### config.mk
export PLATFORM = sky130hd
export DESIGN_NAME = vga_timing_ctrl
export DESIGN_NICKNAME = d
export VERILOG_FILES = /design/src/rtl/vga_pkg.sv /design/src/rtl/vga_axis_counter.sv /design/src/rtl/vga_timing_ctrl.sv
export SDC_FILE = /design/constraint.sdc
export NUM_CORES = 1
export LEC_CHECK = 0
export ABC_CLOCK_PERIOD_IN_PS = 6300
export BUFFER_PORTS_ARGS = -buffer_cell sky130_fd_sc_hd__buf_2
export CELL_PAD_IN_SITES_DETAIL_PLACEMENT = 2
export CELL_PAD_IN_SITES_GLOBAL_PLACEMENT = 2
export CORE_MARGIN = 3
export CORE_UTILIZATION = 34
export DETAILED_ROUTE_END_ITERATION = 6
export HOLD_SLACK_MARGIN = 0.02
export PLACE_DENSITY_LB_ADDON = 0.1
export SYNTH_ARGS = -nofsm -noshare
export SYNTH_HDL_FRONTEND = slang
export SYNTH_SLANG_ARGS = --single-unit
### constraint.sdc
create_clock -name clk -period 6.3 [get_ports clk]
set_clock_uncertainty 0.2 [all_clocks]
set_input_delay 0.945 -clock clk [delete_from_list [all_inputs] [get_ports clk]]
set_output_delay 0.945 -clock clk [all_outputs]
set_load 0.1 [all_outputs]
### src/rtl/vga_pkg.sv
// Shared phase type, colour width and default 640x480@60 timing for the VGA
// timing controller.
package vga_pkg;

  typedef enum logic [1:0] {ACTIVE, FP, SYNC, BP} phase_e;

  localparam int RGB_W = 5;

  localparam int H_ACTIVE_DEF = 640;
  localparam int H_FP_DEF     = 16;
  localparam int H_SYNC_DEF   = 96;
  localparam int H_BP_DEF     = 48;
  localparam int V_ACTIVE_DEF = 480;
  localparam int V_FP_DEF     = 10;
  localparam int V_SYNC_DEF   = 2;
  localparam int V_BP_DEF     = 33;

endpackage

### src/rtl/vga_axis_counter.sv
// One scan axis: a position counter that wraps at the axis total, plus the
// ACTIVE -> FP -> SYNC -> BP phase FSM that follows it.
module vga_axis_counter
  import vga_pkg::*;
#(
  parameter int ACTIVE_LEN = H_ACTIVE_DEF,
  parameter int FP_LEN     = H_FP_DEF,
  parameter int SYNC_LEN   = H_SYNC_DEF,
  parameter int BP_LEN     = H_BP_DEF,
  parameter int W          = $clog2(ACTIVE_LEN + FP_LEN + SYNC_LEN + BP_LEN)
) (
  input  logic         clk,
  input  logic         rst_n,
  input  logic         inc_i,
  output logic [W-1:0] count_o,
  output phase_e       phase_o,
  output logic         wrap_o
);

  localparam int TOTAL = ACTIVE_LEN + FP_LEN + SYNC_LEN + BP_LEN;

  // Phase boundaries expressed as absolute positions on the axis.
  localparam logic [W-1:0] LAST_ACTIVE = W'(ACTIVE_LEN - 1);
  localparam logic [W-1:0] LAST_FP     = W'(ACTIVE_LEN + FP_LEN - 1);
  localparam logic [W-1:0] LAST_SYNC   = W'(ACTIVE_LEN + FP_LEN + SYNC_LEN - 1);
  localparam logic [W-1:0] LAST_POS    = W'(TOTAL - 1);

  logic [W-1:0] count_q, count_d;
  phase_e       phase_q, phase_d;

  assign count_o = count_q;
  assign phase_o = phase_q;
  assign wrap_o  = inc_i && (count_q == LAST_POS);

  always_ff @(posedge clk or negedge rst_n) begin
    if (!rst_n) begin
      count_q <= '0;
      phase_q <= ACTIVE;
    end else begin
      count_q <= count_d;
      phase_q <= phase_d;
    end
  end

  always_comb begin
    count_d = count_q;
    phase_d = phase_q;
    if (inc_i) begin
      count_d = (count_q == LAST_POS) ? '0 : count_q + 1'b1;
      case (phase_q)
        ACTIVE:  if (count_q == LAST_ACTIVE) phase_d = FP;
        FP:      if (count_q == LAST_FP)     phase_d = SYNC;
        SYNC:    if (count_q == LAST_SYNC)   phase_d = BP;
        BP:      if (count_q == LAST_POS)    phase_d = ACTIVE;
        default: phase_d = ACTIVE;
      endcase
    end
  end

endmodule

### src/rtl/vga_timing_ctrl.sv
// VGA display timing: scan counters, pixel fetch requests, and a two-stage
// pipeline that keeps the returned colour aligned with hsync/vsync.
module vga_timing_ctrl
  import vga_pkg::*;
#(
  parameter int H_ACTIVE  = H_ACTIVE_DEF,
  parameter int H_FP      = H_FP_DEF,
  parameter int H_SYNC    = H_SYNC_DEF,
  parameter int H_BP      = H_BP_DEF,
  parameter int V_ACTIVE  = V_ACTIVE_DEF,
  parameter int V_FP      = V_FP_DEF,
  parameter int V_SYNC    = V_SYNC_DEF,
  parameter int V_BP      = V_BP_DEF,
  parameter bit HSYNC_POL = 1'b0,
  parameter bit VSYNC_POL = 1'b0
) (
  input  logic               clk,
  input  logic               rst_n,
  input  logic               pix_en,
  output logic               pix_req,
  output logic [9:0]         pix_x,
  output logic [9:0]         pix_y,
  input  logic [3*RGB_W-1:0] pix_rgb,
  output logic [RGB_W-1:0]   red,
  output logic [RGB_W-1:0]   green,
  output logic [RGB_W-1:0]   blue,
  output logic               hsync,
  output logic               vsync,
  output logic               frame_start,
  output logic               line_start
);

  localparam int H_W = $clog2(H_ACTIVE + H_FP + H_SYNC + H_BP);
  localparam int V_W = $clog2(V_ACTIVE + V_FP + V_SYNC + V_BP);

  logic [H_W-1:0] hCount;
  logic [V_W-1:0] vCount;
  phase_e         hPhase, vPhase;
  logic           hWrap, vInc, vWrap_unused;
  logic           active, hsLevel, vsLevel;

  logic               act1_q, hs1_q, vs1_q;
  logic [RGB_W-1:0]   red_q, green_q, blue_q;
  logic               hsync_q, vsync_q;

  vga_axis_counter #(
    .ACTIVE_LEN(H_ACTIVE), .FP_LEN(H_FP), .SYNC_LEN(H_SYNC), .BP_LEN(H_BP), .W(H_W)
  ) u_hAxis (
    .clk(clk), .rst_n(rst_n), .inc_i(pix_en),
    .count_o(hCount), .phase_o(hPhase), .wrap_o(hWrap)
  );

  // Lines advance only when the horizontal axis wraps on a pixel strobe.
  assign vInc = hWrap & pix_en;

  vga_axis_counter #(
    .ACTIVE_LEN(V_ACTIVE), .FP_LEN(V_FP), .SYNC_LEN(V_SYNC), .BP_LEN(V_BP), .W(V_W)
  ) u_vAxis (
    .clk(clk), .rst_n(rst_n), .inc_i(vInc),
    .count_o(vCount), .phase_o(vPhase), .wrap_o(vWrap_unused)
  );

  assign active      = (hPhase == ACTIVE) && (vPhase == ACTIVE);
  assign pix_req     = active & pix_en;
  assign pix_x       = active ? 10'(hCount) : 10'd0;
  assign pix_y       = active ? 10'(vCount) : 10'd0;
  assign line_start  = pix_en && (hCount == '0);
  assign frame_start = pix_en && (hCount == '0) && (vCount == '0);
  assign hsLevel     = (hPhase == SYNC) ? HSYNC_POL : ~HSYNC_POL;
  assign vsLevel     = (vPhase == SYNC) ? VSYNC_POL : ~VSYNC_POL;

  // Stage 1 captures region/sync for pixel n; stage 2 pairs it with the colour
  // the source returns one strobe later, so colour and syncs leave together.
  always_ff @(posedge clk or negedge rst_n) begin
    if (!rst_n) begin
      act1_q  <= 1'b0;
      hs1_q   <= ~HSYNC_POL;
      vs1_q   <= ~VSYNC_POL;
      red_q   <= '0;
      green_q <= '0;
      blue_q  <= '0;
      hsync_q <= ~HSYNC_POL;
      vsync_q <= ~VSYNC_POL;
    end else if (pix_en) begin
      act1_q  <= active;
      hs1_q   <= hsLevel;
      vs1_q   <= vsLevel;
      red_q   <= act1_q ? pix_rgb[3*RGB_W-1 -: RGB_W] : '0;
      green_q <= act1_q ? pix_rgb[2*RGB_W-1 -: RGB_W] : '0;
      blue_q  <= act1_q ? pix_rgb[RGB_W-1 -: RGB_W]   : '0;
      hsync_q <= hs1_q;
      vsync_q <= vs1_q;
    end
  end

  assign red   = red_q;
  assign green = green_q;
  assign blue  = blue_q;
  assign hsync = hsync_q;
  assign vsync = vsync_q;

endmodule
==> results of run 1 <==
## cell families after synthesis
logic type      Yosys count
buf+inv                  40
simple gates            106
mux                       7
fa+ha+maj                13
flops                    44
xor+xnor                 10
compound gates           40
## cell usage in the layout, fill, tap and decap left out, types with 4 or more instances in the layout
master and instances:
sky130_fd_sc_hd__buf_2 57, sky130_fd_sc_hd__dfrtp_1 40, sky130_fd_sc_hd__o21ai_0 30, sky130_fd_sc_hd__and3_1 29, sky130_fd_sc_hd__nand3_1 28, sky130_fd_sc_hd__inv_1 25
sky130_fd_sc_hd__nand2_1 18, sky130_fd_sc_hd__ha_1 13, sky130_fd_sc_hd__nor2_1 10, sky130_fd_sc_hd__xnor2_1 7, sky130_fd_sc_hd__clkbuf_8 5, sky130_fd_sc_hd__nand4_1 4
sky130_fd_sc_hd__dfstp_2 4
## tightest hold or removal path, stage by stage (launching register included)
cell and delay (ps):
sky130_fd_sc_hd__dfstp_2 380, sky130_fd_sc_hd__nand2_1 50, sky130_fd_sc_hd__o21ai_0 70
## through the flow
stage               instances  hold slack, ps  total power, uW  area [um^2]
floorplan                 260             266              391         2400
global placement          395             282              424         2740
detailed placement        395             287              424         2740
CTS                       402             300              606         2820
global route              402             356              632         2820
finish                    402             295              598         2820
## registers in the layout (all words and copies together), names as in the netlist, 2 cells and up
signal           flops
blue                 5
green                5
red                  5
u_hAxis.count_o     10
u_hAxis.phase_o      2
u_vAxis.count_o     10
u_vAxis.phase_o      2
## cell usage after synthesis (2+ instances only)
library cell               instances
sky130_fd_sc_hd__nand2_1          18
sky130_fd_sc_hd__inv_1            25
sky130_fd_sc_hd__mux2_2            2
sky130_fd_sc_hd__dfrtp_1          40
sky130_fd_sc_hd__dfstp_2           4
sky130_fd_sc_hd__buf_2             3
sky130_fd_sc_hd__ha_1             13
sky130_fd_sc_hd__nor3_1            3
sky130_fd_sc_hd__o41ai_1           2
sky130_fd_sc_hd__a21oi_1           2
sky130_fd_sc_hd__and3_1           29
sky130_fd_sc_hd__nor2_1           10
sky130_fd_sc_hd__nand2b_1          2
sky130_fd_sc_hd__o21ai_0          30
sky130_fd_sc_hd__xor2_1            3
sky130_fd_sc_hd__nand3_1          28
sky130_fd_sc_hd__xnor2_1           7
sky130_fd_sc_hd__and4_1            3
sky130_fd_sc_hd__mux2_1            2
sky130_fd_sc_hd__nand4_1           4
sky130_fd_sc_hd__clkbuf_1         11
sky130_fd_sc_hd__mux2i_1           3
sky130_fd_sc_hd__nor4_1            3
## worst max path at each step
stage	startpoint	end	slack, ps	cells past startpoint
floorplan	pix_en	frame_start	2440	2
global placement	pix_en	frame_start	2730	4
detailed placement	pix_en	frame_start	2710	4
CTS	pix_en	frame_start	2710	4
global route	pix_en	frame_start	2610	4
finish	pix_en	frame_start	2730	4
## layout make-up
class / count / area share, %
multi-input cells: 176 / 40.3
flip-flops and latches: 44 / 39.2
repair buffers: 57 / 10.1
well taps: 93 / 4.13
inverters: 25 / 3.33
clock buffers: 5 / 2.44
clock inverters: 2 / 0.444
## layer usage
metal / share of wire (%) / vias to the layer above
li1: - / 994
met1: 44 / 1066
met2: 51 / 47
met3: 3.7 / 6
met4: 1.0 / 0
met5: 0 / -
## power groups by stage
stage               registers (uW)  clock network, uW  logic (uW)
global route                   343                196        93.2
CTS                            336                185        84.7
detailed placement             341                  0        83.3
floorplan                      333                  0        58.6
global placement               342                  0        82.3
finish                         337                177        83.6
==> summary.json, run 1 <==
{
  "grtUsageMet3": {"value": 3.67, "unit": "%"},
  "ctsRootBufferMaster": {"value": "sky130_fd_sc_hd__clkbuf_8"},
  "top_usage_layer": {"value": "met2"},
  "worst_setup_path_start_kind": {"value": "input port"},
  "cts-htree-levels": {"value": 2},
  "fin_util": {"value": 42.7, "unit": "%"},
  "syn_area": {"value": 2400, "unit": "um^2"},
  "vdd.ir_drop.worst": {"value": 79.1, "unit": "uV"},
  "cp_cell_sequence": {"value": "buf_2 > and4_1 > and4_1 > buf_2"},
  "grt.met2_usage": {"value": 30.3, "unit": "%"},
  "tritoncts": {"value": "done"},
  "worst-r2r-setup-slack": {"value": 3700, "unit": "ps"},
  "maxClockFrequency": {"value": 280, "unit": "MHz"},
  "floorplan.initialDensity": {"value": 36.3, "unit": "%"},
  "crit-reg2reg-launch": {"value": "u_vAxis.count_o[6]"},
  "main_synth_ff_type": {"value": "sky130_fd_sc_hd__dfrtp_1"},
  "cts_buffer_depth": {"value": 2},
  "dp_hpwl": {"value": 4750, "unit": "um"},
  "xor_and_xnor_fraction_of_the_mapped_netlist_area": {"value": 3.65, "unit": "%"},
  "synth_top_family_by_area": {"value": "simple AND/OR/NAND/NOR gates"},
  "critical_path.slowest_cell": {"value": "sky130_fd_sc_hd__buf_2"},
  "yosys-mux-area-fraction": {"value": 3.13, "unit": "%"},
  "vias": {"value": 2113},
  "fp.coreArea": {"value": 6600, "unit": "um^2"},
  "bufs_and_invs_on_worst_path": {"value": 2},
  "synth-adder-area-share": {"value": 6.78, "unit": "%"},
  "globalRouteTotalUtil": {"value": 17.6, "unit": "%"},
  "finish.net_count": {"value": 340},
  "multiInputGateArea": {"value": 1140, "unit": "um^2"},
  "timing.critical_path.arrival": {"value": 2430, "unit": "ps"},
  "fp.dieW": {"value": 90.0, "unit": "um"},
  "flip_flop_and_latch_area": {"value": 1110, "unit": "um^2"},
  "fraction_of_layout_cells_with_a_size_suffix_above_1": {"value": 23.6, "unit": "%"},
  "maximum_number_of_pins_on_one_net_before_global_route_repair": {"value": 45},
  "run_status": {"value": "finished, final reports clean"},
  "slowest_delay": {"value": 530, "unit": "ps"},
  "worst-path-max-fanout": {"value": 42},
  "pwr_density_cell": {"value": 212, "unit": "nW/um^2"},
  "yosys-top-cells-area": {"value": "sky130_fd_sc_hd__dfrtp_1, sky130_fd_sc_hd__and3_1, sky130_fd_sc_hd__ha_1"},
  "antenna-diode-count": {"value": 0},
  "numCtsBuffers": {"value": 5},
  "drt.antenna.violating_nets": {"value": 0},
  "switchingPower": {"value": 192, "unit": "uW"},
  "grt_pass1_wl": {"value": 11700, "unit": "um"},
  "gpl.final_weighted_congestion": {"value": 0.838},
  "setup_viol_count_final": {"value": 0},
  "cts_setup_buffers": {"value": 0},
  "max_slew_margin": {"value": 33.2, "unit": "%"},
  "post_cts.resized_instances": {"value": 0},
  "hp-start": {"value": "hs1_q"},
  "syn_inst": {"value": 260},
  "portBuffers": {"value": 57},
  "timing.final.crit_period": {"value": 3570, "unit": "ps"},
  "synth_largest_area_cell": {"value": "sky130_fd_sc_hd__dfrtp_1"},
  "r2r_end": {"value": "u_vAxis.phase_o[1]"},
  "setup_slack": {"value": 2730, "unit": "ps"},
  "clock_latency": {"value": 300, "unit": "ps"},
  "maxCapViolations": {"value": 0},
  "area_fraction_in_compound_gates_after_synthesis": {"value": 9.66, "unit": "%"},
  "post_synthesis_to_final_layout_area_growth": {"value": 17.6, "unit": "%"},
  "power_leakage": {"value": 0.00144, "unit": "uW"},
  "synth_largest_type_area_fraction": {"value": 41.8, "unit": "%"},
  "fin_tns_setup": {"value": 0, "unit": "ps"},
  "yosys.area_share.simple": {"value": 24.2, "unit": "%"},
  "routed_wirelength": {"value": 6700, "unit": "um"},
  "nFillCells": {"value": 775},
  "min_period_over_period": {"value": 56.7, "unit": "%"},
  "asyncSetResetFlopFracSynth": {"value": 100, "unit": "%"},
  "grt.overflow.total": {"value": 0},
  "firstDrtPassIters": {"value": 4},
  "max_slew.worst_pin.slew": {"value": 1000, "unit": "ps"},
  "vias_per_inst": {"value": 5.26},
  "drt-initial-drc-count": {"value": 47},
  "timing.setup.critical_path_class": {"value": "input port to primary output"},
  "endpoints_failing_hold": {"value": 0},
  "synth.avg_cell_area": {"value": 9.22, "unit": "um^2"},
  "yosysWarnings": {"value": 0},
  "synth.net_count": {"value": 291},
  "synth_edf_count": {"value": 0},
  "drcViolationCount": {"value": 0},
  "drt_wl_cell": {"value": 16.7, "unit": "um"},
  "cts-hold-fix-buffers": {"value": 0},
  "power_internal": {"value": 405, "unit": "uW"},
  "timing.hold.worst_endpoint": {"value": "hs1_q"},
  "timing.reg2reg.worst_path_depth": {"value": 5},
  "hold_path_depth": {"value": 2},
  "grt_antenna_before_repair": {"value": 0},
  "clock-sinks": {"value": 44},
  "detailedPlace.worstSlack": {"value": 2710, "unit": "ps"},
  "relative_contribution_of_combinational_cells_to_total_power": {"value": 14.0, "unit": "%"},
  "grt_setup_unrepaired": {"value": "false"},
  "ys_ff_latch": {"value": 44},
  "netSwitchingFraction": {"value": 32.2, "unit": "%"},
  "synthDistinctLibCells": {"value": 36},
  "clockPowerShare": {"value": 29.7, "unit": "%"},
  "die-height": {"value": 90.0, "unit": "um"},
  "first_global_vias": {"value": 2243},
  "boundaryPins": {"value": 58},
  "sequentialPowerShare": {"value": 56.4, "unit": "%"},
  "number_of_rows_in_the_core_area": {"value": 29},
  "yosysSeqAreaShare": {"value": 46.1, "unit": "%"},
  "design.die.area": {"value": 8090, "unit": "um^2"},
  "grt_use_met1": {"value": 22.2, "unit": "%"},
  "critPathTopFamily": {"value": "buffers and inverters"},
  "setup.worst_path.end_class": {"value": "primary output"},
  "timing.final.max_slew_violations": {"value": 0},
  "clkTransAtPathRegs": {"value": 90, "unit": "ps"},
  "critPathRequiredTime": {"value": 5150, "unit": "ps"},
  "hp-class": {"value": "flip-flop to flip-flop"}
}
Power figures use the tool's default switching activity.
==> run 2, diff against run 1 <==
--- a/config.mk
+++ b/config.mk
@@ -5,12 +5,13 @@
 export SDC_FILE = /design/constraint.sdc
 export NUM_CORES = 1
 export LEC_CHECK = 0
-export ABC_CLOCK_PERIOD_IN_PS = 6300
+export ABC_AREA = 1
+export ABC_CLOCK_PERIOD_IN_PS = 3500
 export BUFFER_PORTS_ARGS = -buffer_cell sky130_fd_sc_hd__buf_2
 export CELL_PAD_IN_SITES_DETAIL_PLACEMENT = 2
 export CELL_PAD_IN_SITES_GLOBAL_PLACEMENT = 2
 export CORE_MARGIN = 3
-export CORE_UTILIZATION = 34
+export CORE_UTILIZATION = 30
 export DETAILED_ROUTE_END_ITERATION = 6
 export HOLD_SLACK_MARGIN = 0.02
 export PLACE_DENSITY_LB_ADDON = 0.1
==> constraint.sdc (replaced) <==
create_clock -name clk -period 3.5 [get_ports clk]
set_clock_uncertainty 0.2 [all_clocks]
set_input_delay 0.525 -clock clk [delete_from_list [all_inputs] [get_ports clk]]
set_output_delay 0.525 -clock clk [all_outputs]
set_load 0.1 [all_outputs]
==> run 2 against run 1 <==
  * Non-clock buffer count grew 3
  * Clock power grew 120%
  * Synthesized cell count grew 32%
  * First-iteration DRC count grew 38%
  * Highest routed layer unchanged
==> summary.json, run 2 <==
{
  "run_status": {"value": "finished, final reports clean"},
  "maximum_number_of_pins_on_one_net_before_global_route_repair": {"value": 28, "change": "-38%"},
  "drt-initial-drc-count": {"value": 65, "change": "+38%"},
  "worst_setup_path_start_kind": {"value": "flip-flop"},
  "grt_pass1_wl": {"value": 13900, "unit": "um", "change": "+19%"},
  "maxCapViolations": {"value": 0, "change": "unchanged"},
  "relative_contribution_of_combinational_cells_to_total_power": {"value": 22.5, "unit": "%", "change": "+8.5 points"},
  "globalRouteTotalUtil": {"value": 17.5, "unit": "%", "change": "-0.18 points"},
  "drt.antenna.violating_nets": {"value": 0, "change": "unchanged"},
  "timing.final.crit_period": {"value": 2900, "unit": "ps"},
  "synth-adder-area-share": {"value": 6.28, "unit": "%", "change": "-0.51 points"},
  "min_period_over_period": {"value": 82.9, "unit": "%"},
  "setup_viol_count_final": {"value": 0, "change": "unchanged"},
  "synthDistinctLibCells": {"value": 33, "change": "-8.3%"},
  "gpl.final_weighted_congestion": {"value": 0.780, "change": "-6.9%"},
  "timing.setup.critical_path_class": {"value": "flip-flop to primary output"},
  "setup_slack": {"value": 598, "unit": "ps", "change": "-2130 ps"},
  "yosys-mux-area-fraction": {"value": 0, "unit": "%", "change": "-3.1 points"},
  "post-synth-top-count-cell": {"value": "sky130_fd_sc_hd__nand2_1"},
  "vias_per_inst": {"value": 4.87, "change": "-7.4%"},
  "max_slew_margin": {"value": 55.5, "unit": "%", "change": "+22 points"},
  "ys_ff_latch": {"value": 44, "change": "unchanged"},
  "area_fraction_in_compound_gates_after_synthesis": {"value": 5.60, "unit": "%", "change": "-4.1 points"},
  "timing.critical_path.arrival": {"value": 2180, "unit": "ps", "change": "-250 ps"},
  "most_common_library_cells_after_synthesis": {"value": "sky130_fd_sc_hd__nand2_1, sky130_fd_sc_hd__nor2_1, sky130_fd_sc_hd__dfrtp_1"},
  "floorplan.initialDensity": {"value": 31.2, "unit": "%", "change": "-5.1 points"},
  "setup.worst_path.end_class": {"value": "primary output"},
  "die-height": {"value": 98.9, "unit": "um", "change": "+10%"},
  "grt_antenna_before_repair": {"value": 0, "change": "unchanged"},
  "tritoncts": {"value": "done"},
  "timing.final.max_slew_violations": {"value": 0, "change": "unchanged"},
  "detailedPlace.worstSlack": {"value": 914, "unit": "ps", "change": "-1800 ps"},
  "worst-r2r-setup-slack": {"value": 1510, "unit": "ps", "change": "-2190 ps"},
  "yosys.area_share.simple": {"value": 36.0, "unit": "%", "change": "+12 points"},
  "drt_wl_cell": {"value": 16.0, "unit": "um", "change": "-4.0%"},
  "yosysSeqAreaShare": {"value": 42.7, "unit": "%", "change": "-3.5 points"},
  "vias": {"value": 2457, "change": "+16%"},
  "cts_setup_buffers": {"value": 0, "change": "unchanged"},
  "portBuffers": {"value": 57, "change": "unchanged"},
  "clockPowerShare": {"value": 29.2, "unit": "%", "change": "-0.5 points"},
  "syn_inst": {"value": 343, "change": "+32%"},
  "cts_buffer_depth": {"value": 2, "change": "unchanged"},
  "post_cts.resized_instances": {"value": 0, "change": "unchanged"},
  "sequentialPowerShare": {"value": 48.3, "unit": "%", "change": "-8.1 points"},
  "synth_top_family_by_area": {"value": "simple AND/OR/NAND/NOR gates"},
  "critPathRequiredTime": {"value": 2770, "unit": "ps", "change": "-2380 ps"},
  "r2r_end": {"value": "u_vAxis.count_o[2]"},
  "crit-reg2reg-launch": {"value": "u_hAxis.count_o[1]"},
  "fin_tns_setup": {"value": 0, "unit": "ps", "change": "unchanged"},
  "clkTransAtPathRegs": {"value": 90, "unit": "ps", "change": "about the same"},
  "synth.avg_cell_area": {"value": 7.55, "unit": "um^2", "change": "-18%"},
  "fp.dieW": {"value": 98.9, "unit": "um", "change": "+10%"},
  "boundaryPins": {"value": 58, "change": "unchanged"},
  "xor_and_xnor_fraction_of_the_mapped_netlist_area": {"value": 1.69, "unit": "%", "change": "-2.0 points"},
  "power_leakage": {"value": 0.00168, "unit": "uW", "change": "+17%"},
  "first_global_vias": {"value": 2754, "change": "+23%"},
  "grt.overflow.total": {"value": 0, "change": "unchanged"},
  "pwr_density_cell": {"value": 437, "unit": "nW/um^2", "change": "+110%"},
  "cts-hold-fix-buffers": {"value": 0, "change": "unchanged"},
  "timing.reg2reg.worst_path_depth": {"value": 6, "change": "+1"},
  "hp-class": {"value": "input port to asynchronous set/reset pin"},
  "routed_wirelength": {"value": 8090, "unit": "um", "change": "+21%"},
  "layout.cells.most_common_list": {"value": "sky130_fd_sc_hd__nand2_1, sky130_fd_sc_hd__buf_2, sky130_fd_sc_hd__nor2_1"},
  "switchingPower": {"value": 486, "unit": "uW", "change": "+150%"},
  "asyncSetResetFlopFracSynth": {"value": 100, "unit": "%", "change": "unchanged"},
  "synth_edf_count": {"value": 0, "change": "unchanged"},
  "cts-htree-levels": {"value": 2, "change": "unchanged"},
  "max_slew.worst_pin.slew": {"value": 667, "unit": "ps", "change": "-336 ps"},
  "worst-path-max-fanout": {"value": 12, "change": "-71%"},
  "vdd.ir_drop.worst": {"value": 140, "unit": "uV", "change": "+77%"},
  "drcViolationCount": {"value": 0, "change": "unchanged"},
  "layout.cells.most_common": {"value": "sky130_fd_sc_hd__nand2_1"},
  "clock-sinks": {"value": 44, "change": "unchanged"},
  "synth.net_count": {"value": 374, "change": "+29%"},
  "finish.net_count": {"value": 430, "change": "+26%"},
  "number_of_rows_in_the_core_area": {"value": 33, "change": "+14%"},
  "firstDrtPassIters": {"value": 4, "change": "unchanged"},
  "ctsRootBufferMaster": {"value": "sky130_fd_sc_hd__clkbuf_8"},
  "fraction_of_layout_cells_with_a_size_suffix_above_1": {"value": 23.3, "unit": "%", "change": "-0.37 points"},
  "dp_hpwl": {"value": 6180, "unit": "um", "change": "+30%"},
  "main_synth_ff_type": {"value": "sky130_fd_sc_hd__dfrtp_1"},
  "numCtsBuffers": {"value": 5, "change": "unchanged"},
  "netSwitchingFraction": {"value": 36.0, "unit": "%", "change": "+3.8 points"},
  "clock_latency": {"value": 310, "unit": "ps", "change": "about the same"},
  "yosys-top-cells-area": {"value": "sky130_fd_sc_hd__dfrtp_1, sky130_fd_sc_hd__nand2_1, sky130_fd_sc_hd__nand3_1"},
  "grt_setup_unrepaired": {"value": "false"},
  "maxClockFrequency": {"value": 345, "unit": "MHz"},
  "synth_largest_area_cell": {"value": "sky130_fd_sc_hd__dfrtp_1"},
  "fp.coreArea": {"value": 8300, "unit": "um^2", "change": "+26%"},
  "power_internal": {"value": 864, "unit": "uW", "change": "+110%"},
  "fin_util": {"value": 37.2, "unit": "%", "change": "-5.5 points"},
  "post_synthesis_to_final_layout_area_growth": {"value": 19.3, "unit": "%"},
  "nFillCells": {"value": 1027, "change": "+33%"},
  "synth_largest_type_area_fraction": {"value": 38.6, "unit": "%", "change": "-3.1 points"},
  "yosysWarnings": {"value": 0, "change": "unchanged"},
  "endpoints_failing_hold": {"value": 0, "change": "unchanged"},
  "antenna-diode-count": {"value": 0, "change": "unchanged"},
  "syn_area": {"value": 2590, "unit": "um^2", "change": "+8.1%"},
  "design.die.area": {"value": 9790, "unit": "um^2", "change": "+21%"}
}
==> run 2: layout make-up <==
cell class,instances,area (um^2),area share [%]
tap,105,131,4.25
inverter,39,146,4.74
multi-input combinational,249,1290,41.8
timing repair buffer,60,308,9.96
sequential,44,1110,35.8
clock inverter,2,35.0,1.13
clock buffer,6,72.6,2.35
==> run 2: critical path, cell delays in order, from the launching register on <==
cell and delay (ps):
sky130_fd_sc_hd__dfrtp_1 420, sky130_fd_sc_hd__inv_1 110, sky130_fd_sc_hd__ha_1 210, sky130_fd_sc_hd__nand2_1 270, sky130_fd_sc_hd__buf_4 310, sky130_fd_sc_hd__nor2_1 110, sky130_fd_sc_hd__buf_2 440
==> run 2: routing by layer <==
layer,share of wire (%),routed length (um),global-route usage (%),vias to the layer above
met2,52,4170,30.6,26
met1,45,3660,22.6,1229
met4,0.71,57,2.84,0
met5,0,0,0,-
met3,2.4,196,3.33,5
li1,-,-,-,1197
==> run 2: cell families after synthesis <==
kind of cell / after synthesis
adders and majority gates: 13
DFF: 44
buffers and inverters: 50
xor gates and xnor gates: 5
AOI/OAI and AO/OA: 27
and+or+nand+nor: 204
==> run 2: per-stage QoR <==
stage	total power [uW]	hold WS, ps	instance area, um^2	std cells
CTS	1380	75.4	3090	505
global placement	958	252	2980	497
global route	1440	95.9	3090	505
finish	1350	48.2	3090	505
floorplan	854	29.4	2600	343
detailed placement	970	260	2980	497
==> run 2: power groups by stage <==
stage               combinational, uW  clock [uW]  sequential [uW]
finish                            304         394              652
floorplan                         201           0              653
global route                      350         429              663
global placement                  300           0              658
CTS                               312         413              652
detailed placement                310           0              661
==> run 2: how the worst max path moves through the flow <==
stage                        from          end  slack, ps  cells after the start
6_report       u_hAxis.phase_o[0]     pix_x[7]        600                      6
5_1_grt        u_hAxis.phase_o[0]     pix_x[9]        400                      6
4_1_cts        u_hAxis.phase_o[0]     pix_x[7]        560                      6
3_5_place_dp   u_hAxis.phase_o[0]     pix_x[7]        910                      6
3_3_place_gp   u_hAxis.phase_o[0]     pix_y[6]       1000                      6
2_1_floorplan  u_vAxis.count_o[0]  frame_start        140                      6
==> run 3, diff against run 2 <==
--- a/config.mk
+++ b/config.mk
@@ -5,13 +5,13 @@
 export SDC_FILE = /design/constraint.sdc
 export NUM_CORES = 1
 export LEC_CHECK = 0
-export ABC_AREA = 1
-export ABC_CLOCK_PERIOD_IN_PS = 3500
+export ABC_AREA = 0
+export ABC_CLOCK_PERIOD_IN_PS = 2600
 export BUFFER_PORTS_ARGS = -buffer_cell sky130_fd_sc_hd__buf_2
 export CELL_PAD_IN_SITES_DETAIL_PLACEMENT = 2
 export CELL_PAD_IN_SITES_GLOBAL_PLACEMENT = 2
 export CORE_MARGIN = 3
-export CORE_UTILIZATION = 30
+export CORE_UTILIZATION = 29
 export DETAILED_ROUTE_END_ITERATION = 6
 export HOLD_SLACK_MARGIN = 0.02
 export PLACE_DENSITY_LB_ADDON = 0.1
==> constraint.sdc (replaced) <==
create_clock -name clk -period 2.6 [get_ports clk]
set_clock_uncertainty 0.2 [all_clocks]
set_input_delay 0.39 -clock clk [delete_from_list [all_inputs] [get_ports clk]]
set_output_delay 0.39 -clock clk [all_outputs]
set_load 0.1 [all_outputs]
==> run 3 against run 2 <==
  * Register-to-register slack lost 1400 ps
  * Largest power group unchanged
  * Critical path depth unchanged
  * Wire length is 7.6% lower
==> summary.json, run 3 (same netlist as run 1, synthesis figures left out) <==
{
  "fraction_of_layout_cells_with_a_size_suffix_above_1": {"value": 28.1, "unit": "%", "change": "+4.8 points"},
  "setup.worst_path.end_class": {"value": "flip-flop"},
  "grt_setup_unrepaired": {"value": "false"},
  "worst_hold_slack": {"value": 112, "unit": "ps", "change": "+63.5 ps"},
  "fp.coreArea": {"value": 7890, "unit": "um^2", "change": "-5.0%"},
  "hp-class": {"value": "input port to flip-flop"},
  "power_leakage": {"value": 0.00159, "unit": "uW", "change": "-5.8%"},
  "layout.cells.most_common": {"value": "sky130_fd_sc_hd__dfrtp_1"},
  "drt_wl_cell": {"value": 17.5, "unit": "um", "change": "+9.5%"},
  "clock_latency": {"value": 300, "unit": "ps", "change": "about the same"},
  "design.die.area": {"value": 9390, "unit": "um^2", "change": "-4.0%"},
  "critPathRequiredTime": {"value": 2590, "unit": "ps", "change": "-180 ps"},
  "maxClockFrequency": {"value": 399, "unit": "MHz"},
  "clkTransAtPathRegs": {"value": 90, "unit": "ps", "change": "about the same"},
  "worst-path-max-fanout": {"value": 5, "change": "-7"},
  "run_status": {"value": "finished, final reports clean"},
  "grt_pass1_wl": {"value": 12400, "unit": "um", "change": "-11%"},
  "globalRouteTotalUtil": {"value": 16.4, "unit": "%", "change": "-1.0 points"},
  "maxCapViolations": {"value": 0, "change": "unchanged"},
  "first_global_vias": {"value": 2396, "change": "-13%"},
  "finish.cell_count_without_fillers": {"value": 426, "change": "-16%"},
  "drcViolationCount": {"value": 0, "change": "unchanged"},
  "post_synthesis_to_final_layout_area_growth": {"value": 39.2, "unit": "%"},
  "worst_setup_path_start_kind": {"value": "flip-flop"},
  "layout.cells.most_common_list": {"value": "sky130_fd_sc_hd__dfrtp_1, sky130_fd_sc_hd__buf_2, sky130_fd_sc_hd__o21ai_0"},
  "cts_buffer_depth": {"value": 2, "change": "unchanged"},
  "grt_antenna_before_repair": {"value": 0, "change": "unchanged"},
  "number_of_rows_in_the_core_area": {"value": 32, "change": "-3.0%"},
  "placed_instances": {"value": 417, "change": "-16%"},
  "vias": {"value": 2160, "change": "-12%"},
  "max_slew.worst_pin.slew": {"value": 546, "unit": "ps", "change": "-120 ps"},
  "drt-initial-drc-count": {"value": 33, "change": "-49%"},
  "maximum_number_of_pins_on_one_net_before_global_route_repair": {"value": 42, "change": "+50%"},
  "vias_per_inst": {"value": 5.07, "change": "+4.2%"},
  "timing.final.max_slew_violations": {"value": 0, "change": "unchanged"},
  "max_slew_margin": {"value": 63.6, "unit": "%", "change": "+8.0 points"},
  "finish.net_count": {"value": 354, "change": "-18%"},
  "floorplan.initialDensity": {"value": 30.4, "unit": "%", "change": "-0.83 points"},
  "min_period_over_period": {"value": 96.5, "unit": "%"},
  "fin_tns_setup": {"value": 0, "unit": "ps", "change": "unchanged"},
  "dp_hpwl": {"value": 5490, "unit": "um", "change": "-11%"},
  "timing.critical_path.arrival": {"value": 2490, "unit": "ps", "change": "+310 ps"},
  "vdd.ir_drop.worst": {"value": 193, "unit": "uV", "change": "+37%"},
  "fp.dieW": {"value": 96.9, "unit": "um", "change": "-2.0%"},
  "drt.antenna.violating_nets": {"value": 0, "change": "unchanged"},
  "p_total": {"value": 1610, "unit": "uW", "change": "+19%"},
  "numCtsBuffers": {"value": 5, "change": "unchanged"},
  "clock-sinks": {"value": 44, "change": "unchanged"},
  "routed_wirelength": {"value": 7470, "unit": "um", "change": "-7.6%"},
  "grt.overflow.total": {"value": 0, "change": "unchanged"},
  "timing.setup.critical_path_class": {"value": "flip-flop to flip-flop"},
  "gpl.final_weighted_congestion": {"value": 0.752, "change": "-3.6%"},
  "timing.final.crit_period": {"value": 2510, "unit": "ps"},
  "endpoints_failing_hold": {"value": 0, "change": "unchanged"},
  "cts-htree-levels": {"value": 2, "change": "unchanged"},
  "firstDrtPassIters": {"value": 4, "change": "unchanged"},
  "antenna-diode-count": {"value": 0, "change": "unchanged"},
  "pwr_density_cell": {"value": 482, "unit": "nW/um^2", "change": "+10%"},
  "portBuffers": {"value": 57, "change": "unchanged"},
  "setup_viol_count_final": {"value": 0, "change": "unchanged"},
  "die-height": {"value": 96.9, "unit": "um", "change": "-2.0%"},
  "tritoncts": {"value": "done"},
  "boundaryPins": {"value": 58, "change": "unchanged"},
  "ctsRootBufferMaster": {"value": "sky130_fd_sc_hd__clkbuf_8"}
}
## run 3: final timing paths
check	from	end	slack (ps)	cells past startpoint
worst max-delay path	u_vAxis.count_o[1]	u_vAxis.phase_o[1]	90	6
max in group asynchronous	rst_n	vs1_q	1230	3
worst min register to register	hs1_q	hs1_q	310	2
worst max register to register	u_vAxis.count_o[1]	u_vAxis.phase_o[1]	90	6
min in group asynchronous	rst_n	u_hAxis.count_o[9]	340	2
worst min-delay path	pix_rgb[1]	blue[1]	110	3
## run 3: layout make-up
cell class	count	area (um^2)
inverter	25	93.8
clock buffer	6	82.6
multi-input combinational	176	1150
tap	102	128
timing repair buffer	71	738
fill	861	4550
sequential	44	1110
clock inverter	2	38.8
## run 3: routing by layer
| layer | part of all wire, % | vias up | GRT usage [%] | wire (um) |
|---|---|---|---|---|
| met3 | 3.0 | 15 | 3.10 | 226 |
| met1 | 41 | 1084 | 18.6 | 3070 |
| li1 | - | 1024 | - | - |
| met5 | 0 | - | 0 | 0 |
| met4 | 2.0 | 0 | 6.48 | 149 |
| met2 | 54 | 37 | 30.2 | 4020 |
## run 3: metrics by stage
stage	setup WS (ps)	utilization (%)	instance area [um^2]
floorplan	63.7	-	2400
global placement	254	40.5	3200
CTS	43.2	42.2	3330
finish	92.2	42.3	3340
global route	12.7	42.3	3340
detailed placement	152	40.5	3200
## run 3: critical path, cell delays in order, from the launching register on
cell and delay [ps]:
sky130_fd_sc_hd__dfrtp_1 390, sky130_fd_sc_hd__ha_1 240, sky130_fd_sc_hd__nand4_1 120, sky130_fd_sc_hd__or4_1 430, sky130_fd_sc_hd__a221o_1 380, sky130_fd_sc_hd__a221oi_2 280
sky130_fd_sc_hd__mux2_1 350
## run 3: report_power, final
group          leakage [uW]  internal (uW)  switching [uW]
registers          0.000576            732            81.2
logic              0.000949           89.7             138
clock network     0.0000614            315             254
total               0.00159           1140             473
## run 3: timing repair
item	4_1_cts	5_1_grt
hold buffers	1	0
setup buffers	0	0
endpoints found under the setup margin	21	1
resized for setup	1	1
hold endpoints to repair	13	0
